==> src/rtl/vga_rx_capture.sv <==
// VGA receive front end: samples sync/red pins, recovers pixel
// coordinates, checks line/frame timing and reports lock.
module vga_rx_capture #(
  parameter int H_ACTIVE    = 640,
  parameter int H_FRONT     = 16,
  parameter int H_PULSE     = 96,
  parameter int H_BACK      = 48,
  parameter int V_ACTIVE    = 480,
  parameter int V_FRONT     = 10,
  parameter int V_PULSE     = 2,
  parameter int V_BACK      = 33,
  parameter int LOCK_FRAMES = 2
) (
  input  logic       clock_25,
  input  logic       rst,
  input  logic       vga_hsync,
  input  logic       vga_vsync,
  input  logic [7:0] vga_red,
  output logic [9:0] pix_x,
  output logic [9:0] pix_y,
  output logic [7:0] pix_data,
  output logic       pix_valid,
  output logic       frame_start,
  output logic       h_err,
  output logic       v_err,
  output logic       locked
);

  localparam int H_TOTAL = H_ACTIVE + H_FRONT + H_PULSE + H_BACK;
  localparam int V_TOTAL = V_ACTIVE + V_FRONT + V_PULSE + V_BACK;

  localparam logic [9:0] HB1   = 10'(H_BACK - 1);
  localparam logic [9:0] HA1   = 10'(H_ACTIVE - 1);
  localparam logic [9:0] HTOT  = 10'(H_TOTAL);
  localparam logic [9:0] HPW   = 10'(H_PULSE);
  localparam logic [9:0] VB    = 10'(V_BACK);
  localparam logic [9:0] VEND  = 10'(V_BACK + V_ACTIVE);
  localparam logic [9:0] VLAST = 10'(V_TOTAL - 1);
  localparam logic [3:0] LOCKN = 4'(LOCK_FRAMES);

  typedef enum logic [1:0] {
    S_WAIT, S_BACK, S_ACT, S_BLANK
  } h_state_t;

  function automatic logic [9:0] sat_inc(input logic [9:0] v);
    return (v == 10'h3ff) ? v : v + 10'd1;
  endfunction

  logic       hs_q, vs_q, hs_p, vs_p;
  logic [7:0] red_q, red_a;
  logic       hrise, vrise;

  h_state_t   h_st;
  logic [9:0] hcnt, per_cnt, lo_cnt, line;
  logic       v_ok;
  logic       herr_a, verr_a, vdone_a, vrise_a;

  logic [3:0] lock_cnt, cnt_nxt;
  logic       dirty, act, err;

  assign hrise = hs_q & ~hs_p;
  assign vrise = vs_q & ~vs_p;

  // pin registers; syncs idle high so a rise needs a real low sample
  always_ff @(posedge clock_25 or negedge rst) begin
    if (!rst) begin
      hs_q  <= 1'b1;
      vs_q  <= 1'b1;
      hs_p  <= 1'b1;
      vs_p  <= 1'b1;
      red_q <= '0;
    end else begin
      hs_q  <= vga_hsync;
      vs_q  <= vga_vsync;
      hs_p  <= hs_q;
      vs_p  <= vs_q;
      red_q <= vga_red;
    end
  end

  always_ff @(posedge clock_25 or negedge rst) begin
    if (!rst) begin
      h_st    <= S_WAIT;
      hcnt    <= '0;
      per_cnt <= '0;
      lo_cnt  <= '0;
      line    <= '0;
      v_ok    <= 1'b0;
      red_a   <= '0;
      herr_a  <= 1'b0;
      verr_a  <= 1'b0;
      vdone_a <= 1'b0;
      vrise_a <= 1'b0;
    end else begin
      red_a   <= red_q;
      lo_cnt  <= hs_q ? 10'd0 : sat_inc(lo_cnt);
      herr_a  <= hrise && (h_st != S_WAIT) &&
                 (per_cnt != HTOT || lo_cnt != HPW);
      verr_a  <= vrise && v_ok && (line != VLAST);
      vdone_a <= vrise && v_ok;
      vrise_a <= vrise;
      v_ok    <= v_ok | vrise;
      if (vrise)
        line <= '0;
      else if (hrise)
        line <= sat_inc(line);
      if (hrise) begin
        h_st    <= S_BACK;
        hcnt    <= '0;
        per_cnt <= 10'd1;
      end else begin
        per_cnt <= sat_inc(per_cnt);
        unique case (h_st)
          S_BACK: begin
            if (hcnt == HB1) begin
              h_st <= S_ACT;
              hcnt <= '0;
            end else begin
              hcnt <= hcnt + 10'd1;
            end
          end
          S_ACT: begin
            if (hcnt == HA1) begin
              h_st <= S_BLANK;
              hcnt <= '0;
            end else begin
              hcnt <= hcnt + 10'd1;
            end
          end
          default: ;
        endcase
      end
    end
  end

  assign act = (h_st == S_ACT) && v_ok &&
               (line >= VB) && (line < VEND);
  assign err = herr_a | verr_a;
  assign cnt_nxt = (lock_cnt == 4'hf) ? lock_cnt
                                      : lock_cnt + 4'd1;

  // an error always beats a simultaneous frame completion
  always_ff @(posedge clock_25 or negedge rst) begin
    if (!rst) begin
      pix_valid   <= 1'b0;
      pix_x       <= '0;
      pix_y       <= '0;
      pix_data    <= '0;
      frame_start <= 1'b0;
      h_err       <= 1'b0;
      v_err       <= 1'b0;
      locked      <= 1'b0;
      lock_cnt    <= '0;
      dirty       <= 1'b0;
    end else begin
      pix_valid   <= act;
      pix_x       <= act ? hcnt : 10'd0;
      pix_y       <= act ? line - VB : 10'd0;
      pix_data    <= act ? red_a : 8'd0;
      frame_start <= act && (hcnt == '0) && (line == VB);
      h_err       <= herr_a;
      v_err       <= verr_a;
      if (err) begin
        lock_cnt <= '0;
        locked   <= 1'b0;
        dirty    <= ~vrise_a;
      end else if (vrise_a) begin
        dirty <= 1'b0;
        if (vdone_a && !dirty) begin
          lock_cnt <= cnt_nxt;
          if (cnt_nxt >= LOCKN)
            locked <= 1'b1;
        end
      end
    end
  end

endmodule

==> config.mk <==
export PLATFORM = sky130hd
export DESIGN_NAME = vga_rx_capture
export DESIGN_NICKNAME = d
export VERILOG_FILES = /design/src/rtl/vga_rx_capture.sv
export SDC_FILE = /design/constraint.sdc
export NUM_CORES = 1
export LEC_CHECK = 0
export CORE_MARGIN = 4
export CORE_UTILIZATION = 30
export CTS_BUF_LIST = sky130_fd_sc_hd__clkbuf_4 sky130_fd_sc_hd__clkbuf_8 sky130_fd_sc_hd__clkbuf_16
export CTS_CLUSTER_SIZE = 8
export DETAILED_ROUTE_END_ITERATION = 7
export PLACE_DENSITY = 0.54
export SETUP_SLACK_MARGIN = 0.15
export SYNTH_ARGS = -nofsm -noshare
export SYNTH_HDL_FRONTEND = slang
export SYNTH_SLANG_ARGS = --single-unit
export TNS_END_PERCENT = 20
==> constraint.sdc <==
create_clock -name clock_25 -period 2.65 [get_ports clock_25]
set_input_delay 0.795 -clock clock_25 [delete_from_list [all_inputs] [get_ports clock_25]]
set_output_delay 0.795 -clock clock_25 [all_outputs]
set_load 0.005 [all_outputs]
## Word-level counts from Yosys, hierarchy flattened

Index checks and enable logic that the tools add are counted.

| cells by class | value |
|---|---|
| add/sub/neg operators | 6 |
| $lt $le $gt $ge | 3 |
| equal/unequal tests | 17 |
| reduce and logical (&&, ||, !) cells | 23 |
| multiplexer cells | 28 |
| bitwise operators | 7 |

Operators with widths:

| operator | number |
|---|---|
| 10-bit 2-to-1 mux | 12 |
| 10-bit by 1-bit adder with 10-bit output (second input constant) | 4 |
| 10-bit equality test (second input constant) | 4 |
| 10-bit by 6-bit equality test with 1-bit output (second input constant) | 2 |
| 10-bit inequality test (second input constant) | 2 |
| 10-bit case mux with 2 select lines | 1 |
| 4-bit 2-to-1 mux | 4 |
| 10-bit by 6-bit greater-or-equal comparator with 1-bit output (second input constant) | 1 |
| 1-bit logical AND | 10 |
| 10-bit logical NOT | 1 |
| 10-bit less-than comparator (second input constant) | 1 |
| 10-bit by 7-bit inequality test with 1-bit output (second input constant) | 1 |
| 2-bit nonzero test | 5 |
| 10-bit by 6-bit subtractor with 10-bit output (second input constant) | 1 |
| 8-bit 2-to-1 mux | 1 |
| 1-bit 2-to-1 mux | 6 |
| 2-bit 2-to-1 mux | 3 |
| 2-bit inequality test (second input constant) | 3 |
| 3-bit inequality test (second input constant) | 2 |
| 3-bit AND reduction | 2 |
| 4-bit by 1-bit adder with 4-bit output (second input constant) | 1 |
| 4-bit equality test (second input constant) | 1 |
| 4-bit by 2-bit greater-or-equal comparator with 1-bit output (second input constant) | 1 |
| 2-bit case mux with 2 select lines | 1 |
| 9 further kinds | 14 |

| word-level totals | value |
|---|---|
| bits in registers | 105 |
| input port bits | 12 |
| logic and storage cells | 110 |
| output and inout bits | 33 |

## Depth between registers and ports, before layout

| logic depth | value |
|---|---|
| depth after elaboration | 7 |
| gate-level depth with buffers | 9 |
| depth with buffers taken out | 7 |

## Least setup slack after synthesis

Ideal clock, no wire load.

| path | value |
|---|---|
| path kind | flip-flop to flip-flop |
| start point | register line[0] |
| end point | register pix_x[8] |
| clock period less this slack | 2399 ps |
| library setup time | 66 ps |
| cell stages (with the launch flop) | 10 |
| path slack | 251 ps |
| required time | 2584 ps |
| path buffers | 2 |
| data arrival time | 2333 ps |
| cells stage by stage | dfrtp_1 clkbuf_1 inv_1 ha_1 or3b_1 or4_1 a221o_1 inv_2 buf_6 and2_1 |

| on the way | value |
|---|---|
| longest elaborated chain between the ends | 4 |
| elaborated cells on any way between the ends | 5 |
| those cells by class | order compare: 2; mux: 1; reduce/logical: 2 |

RTL lines:

| element | line | text |
|---|---|---|
| from (decl) | 54 | `logic [9:0] hcnt, per_cnt, lo_cnt, line;` |
| from (signal assigned) | 106 | `line <= sat_inc(line);` |
| 10-bit by 6-bit greater-or-equal comparator with 1-bit output | 137 | `(line >= VB) && (line < VEND);` |
| 1-bit logical AND | 136 | `assign act = (h_st == S_ACT) && v_ok &&` |
| 1-bit logical AND (*) | 137 |  |
| named net act | 59 | `logic dirty, act, err;` |
| 10-bit 2-to-1 mux (*) | 157 | `pix_x <= act ? hcnt : 10'd0;` |
| to (signal assigned) | 157 |  |
| to (decl) | 19 | `output logic [9:0] pix_x,` |

Mark *: on every way through the listed nets, which the timed path passes. The rest lies on a longest branch.
A chain may end at the register's enable or synchronous reset.

## Worst setup path in the final report

| path | value |
|---|---|
| start point | register line[0] |
| end point | register pix_y[5] |

| on the way | value |
|---|---|
| longest elaborated chain between the ends | 4 |
| elaborated cells on any way between the ends | 6 |
| those cells by class | add/sub: 1; order compare: 2; mux: 1; reduce/logical: 2 |

RTL lines:

| element | line | text |
|---|---|---|
| 10-bit by 6-bit greater-or-equal comparator with 1-bit output | 137 |  |
| 1-bit logical AND | 136 |  |
| 1-bit logical AND | 137 |  |
| 10-bit 2-to-1 mux (*) | 158 | `pix_y <= act ? line - VB : 10'd0;` |
| to (signal assigned) | 158 |  |
| to (decl) | 20 | `output logic [9:0] pix_y,` |

Every way passes the cells marked *; elsewhere a longest branch is shown, timed or not.

==> impl_metrics.tcl <==
set metrics [dict create \
    status "completed" \
    synth_compound_area_share_pct 8.065 \
    final_area_mm2 0.005450 \
    synthCells 416 \
    drive_gt1_share_pct 8.529 \
    path_clk_slew_ps 70 \
    utilization_pct 37.36 \
    ff2ff_path_depth 7 \
    post-place-ws_ps 236.8 \
    grt_first_pass_wirelength_mm 15.01 \
    fin_nets 487 \
    diodes 0 \
    synth_cell_types 48 \
    yosys_warnings 0 \
    dpl.cell_count 637 \
    dp_hpwl_mm 6.168 \
    finalSetupViolCount 0 \
    synth-seq-cells 105 \
    worstReg2RegStart "line[0]$_DFFE_PN0P_" \
    die_h_um 130.0 \
    hold-path-endpoint "red_a[7]$_DFF_PN0_" \
    synth.top_cell.area_share_pct 56.57 \
    io_pins 45 \
    syn-num-nets 439 \
    synth_fa_ha_area_share_pct 3.080 \
    fin_crit_sh_pct 89.24 \
    std_cell_rows 44 \
    crit_path_end_kind "flip-flop" \
    clk_path_buf_depth 2 \
    async_reset_ff_share_pct 100.0 \
    via_per_inst 4.750 \
    synth_top_family_by_area "simple AND/OR/NAND/NOR gates" \
    core_area_mm2 0.01459 \
    startpoint_type "flip-flop" \
    grt_max_degree 49 \
    crit_family "simple AND/OR/NAND/NOR gates" \
    synth-xor-area-share_pct 4.705 \
    crit_chain "inv_1, ha_2, or3b_1, or4_1, a221o_1, buf_4, nor3_1" \
    final_hold_viol_count 0 \
    slew_violations 0 \
    die_w_um 130.0 \
    setup_tns_ps 0 \
    synth-seq-area-share_pct 58.92 \
    cp_num_buf_inv 2 \
    post_cts_buffers 0 \
    max_freq_mhz 422.8 \
    power.density_mw_per_mm2 631.1 \
    synth_edf_count 0 \
    grt_overflow 0 \
    antenna_found_initial 0 \
    synth_simple_gate_area_share_pct 21.51 \
    synth_ff_type "dfrtp_1" \
    finalCriticalPeriod_ps 2365 \
    leakage_nw 2.409 \
    ir_drop_mv 0.3348 \
    area_growth_pct 21.98 \
    synth_area_mm2 0.004468 \
    cts-root-buf "clkbuf_16" \
    drcViolationCount 0 \
    portBuffers 44 \
    placed_area_mm2 0.005154 \
    num_vias 3102 \
    worstMarginPinSlew_ps 574.4 \
    clock_latency_ps 350 \
    gp_congestion 0.8525 \
    p_total_mw 3.440 \
    cts_tree "done" \
    die_area_mm2 0.01691 \
    holdCritPathClass "flip-flop to flip-flop" \
    final_cells 653 \
    finalClockSkew_ps 7.796 \
    whs_ps 352.2 \
    rsz0062_at_grt "no" \
    dr.pass1.iters 4 \
    ant_nets 0 \
    clkSinkCount 105 \
    synth.area.mux_share_pct 0.8961 \
    drtIter0Drc 173 \
    fillers 1398 \
    initial_core_util_pct 30.63 \
    hold_depth 0 \
    slowest_delay_ps 410 \
    r2r_slack_ps 290 \
    worstSetupPathType "flip-flop to flip-flop" \
    syn_area_per_cell_um2 10.74 \
    synthTopCellsByArea "dfrtp_1 (57%), nor2_1 (4.1%), ha_1 (3.1%)" \
    htree_levels 3 \
    drv_cap 0 \
    grt_util_all_layers_pct 11.06 \
    worstHoldStart "red_q[7]$_DFF_PN0_" \
    arrival_ps 2630 \
    cpMaxStageDelayCell "or3b_1" \
    relSlewSlack_pct 61.35 \
    grt_pass1_vias 3118 \
    rr_endpoint "pix_y[5]$_DFF_PN0_" \
    drt-total-wl_mm 8.817 \
    synth_top_area_cell "dfrtp_1" \
    worst_slack_ps 285.0 \
    cts_buffers 9 \
    crit_required_ps 2910 \
    drt-wirelength-per-cell_um 13.50 \
    critPathMaxFanout 12 \
]
## cell usage after synthesis (all sizes together), types with 10 or more instances
cell type,n
dfrtp,101
nor2,49
nand2,30
and2,19
nor3,19
clkbuf,15
inv,13
nand3,13
o21ai,12
xnor2,12
xor2,12
ha,11
a21oi,10
## state kept, by name, summed over array words and instances (netlist names), 2 cells and up
signal,cells
hcnt,10
line,10
lo_cnt,10
per_cnt,10
pix_x,10
pix_y,10
pix_data,8
red_a,8
red_q,8
lock_cnt,4
h_st,2
## per-layer routing
metal / track usage [%] / routed length (µm)
met1: 14.11 / 4153
met5: 0 / 0
met4: 2.934 / 85
met3: 3.848 / 401
met2: 17.98 / 4177
## placed cells by master (no fill, tap or decap), types with 2 or more instances in the layout
cell type | Yosys | final
inv_6 | 0 | 3
nand2b_1 | 5 | 5
o21a_1 | 2 | 2
a21o_1 | 2 | 2
nand3_1 | 13 | 13
or3_1 | 6 | 6
a31oi_1 | 9 | 9
and4_1 | 3 | 3
buf_4 | 0 | 11
nor2_1 | 49 | 49
ha_1 | 11 | 10
nand2_1 | 30 | 30
a41oi_1 | 2 | 2
nor2b_1 | 7 | 7
a21oi_1 | 10 | 10
mux2i_1 | 4 | 4
dfrtp_1 | 101 | 101
inv_8 | 0 | 3
or2_2 | 4 | 4
a211oi_1 | 3 | 3
and2_1 | 19 | 19
and3_1 | 5 | 5
o21ai_0 | 12 | 12
nor3_1 | 19 | 19
nand4_1 | 9 | 9
inv_2 | 1 | 2
xnor2_1 | 12 | 12
clkbuf_16 | 0 | 9
inv_1 | 12 | 11
nor4_1 | 9 | 9
clkdlybuf4s50_1 | 0 | 43
a22o_1 | 5 | 5
dfstp_2 | 4 | 4
xor2_1 | 12 | 12
or4_1 | 3 | 3
## worst max-delay path by stage
| stage | from | to | cells after the start |
|---|---|---|---|
| floorplan | line[0]$_DFFE_PN0P_ | pix_x[8]$_DFF_PN0_ | 9 |
| global placement | line[1]$_DFFE_PN0P_ | pix_y[5]$_DFF_PN0_ | 7 |
| detailed placement | line[1]$_DFFE_PN0P_ | pix_y[5]$_DFF_PN0_ | 7 |
| CTS | line[1]$_DFFE_PN0P_ | pix_y[5]$_DFF_PN0_ | 7 |
| global route | line[0]$_DFFE_PN0P_ | pix_y[5]$_DFF_PN0_ | 7 |
| finish | line[0]$_DFFE_PN0P_ | pix_y[5]$_DFF_PN0_ | 7 |
## repair_timing
item                       CTS  global route
gates resized for setup      0             2
hold buffers                 0             0
setup endpoints to repair    0            18
## report_power, final
group	switching [mW]	leakage, nW	internal, mW	total, mW
registers	0.0804	1.39	1.68	1.76
logic	0.197	0.874	0.153	0.350
clock network	0.656	0.147	0.670	1.33
total	0.934	2.41	2.51	3.44
## kinds of logic (layout without fill, tap and decap cells)
| logic type | after synthesis | in the layout |
|---|---|---|
| and+or+nand+nor | 187 | 187 |
| DFF | 105 | 105 |
| AOI/OAI and AO/OA | 54 | 54 |
| buffers and inverters | 31 | 84 |
| xor gates and xnor gates | 24 | 24 |
| adders and majority gates | 11 | 11 |
| muxes | 4 | 4 |
## area by class of cell
| cell class | count | area [µm²] | area share [%] |
|---|---|---|---|
| inverters | 13 | 48.80 | 0.8953 |
| flip-flops and latches | 105 | 2633 | 48.30 |
| clock buffers | 9 | 225.2 | 4.132 |
| well taps | 184 | 230.2 | 4.224 |
| multi-input cells | 280 | 1712 | 31.40 |
| clock inverters | 7 | 68.82 | 1.263 |
| repair buffers | 55 | 533.0 | 9.780 |
Note: power is estimated with default switching activity, not from simulation.
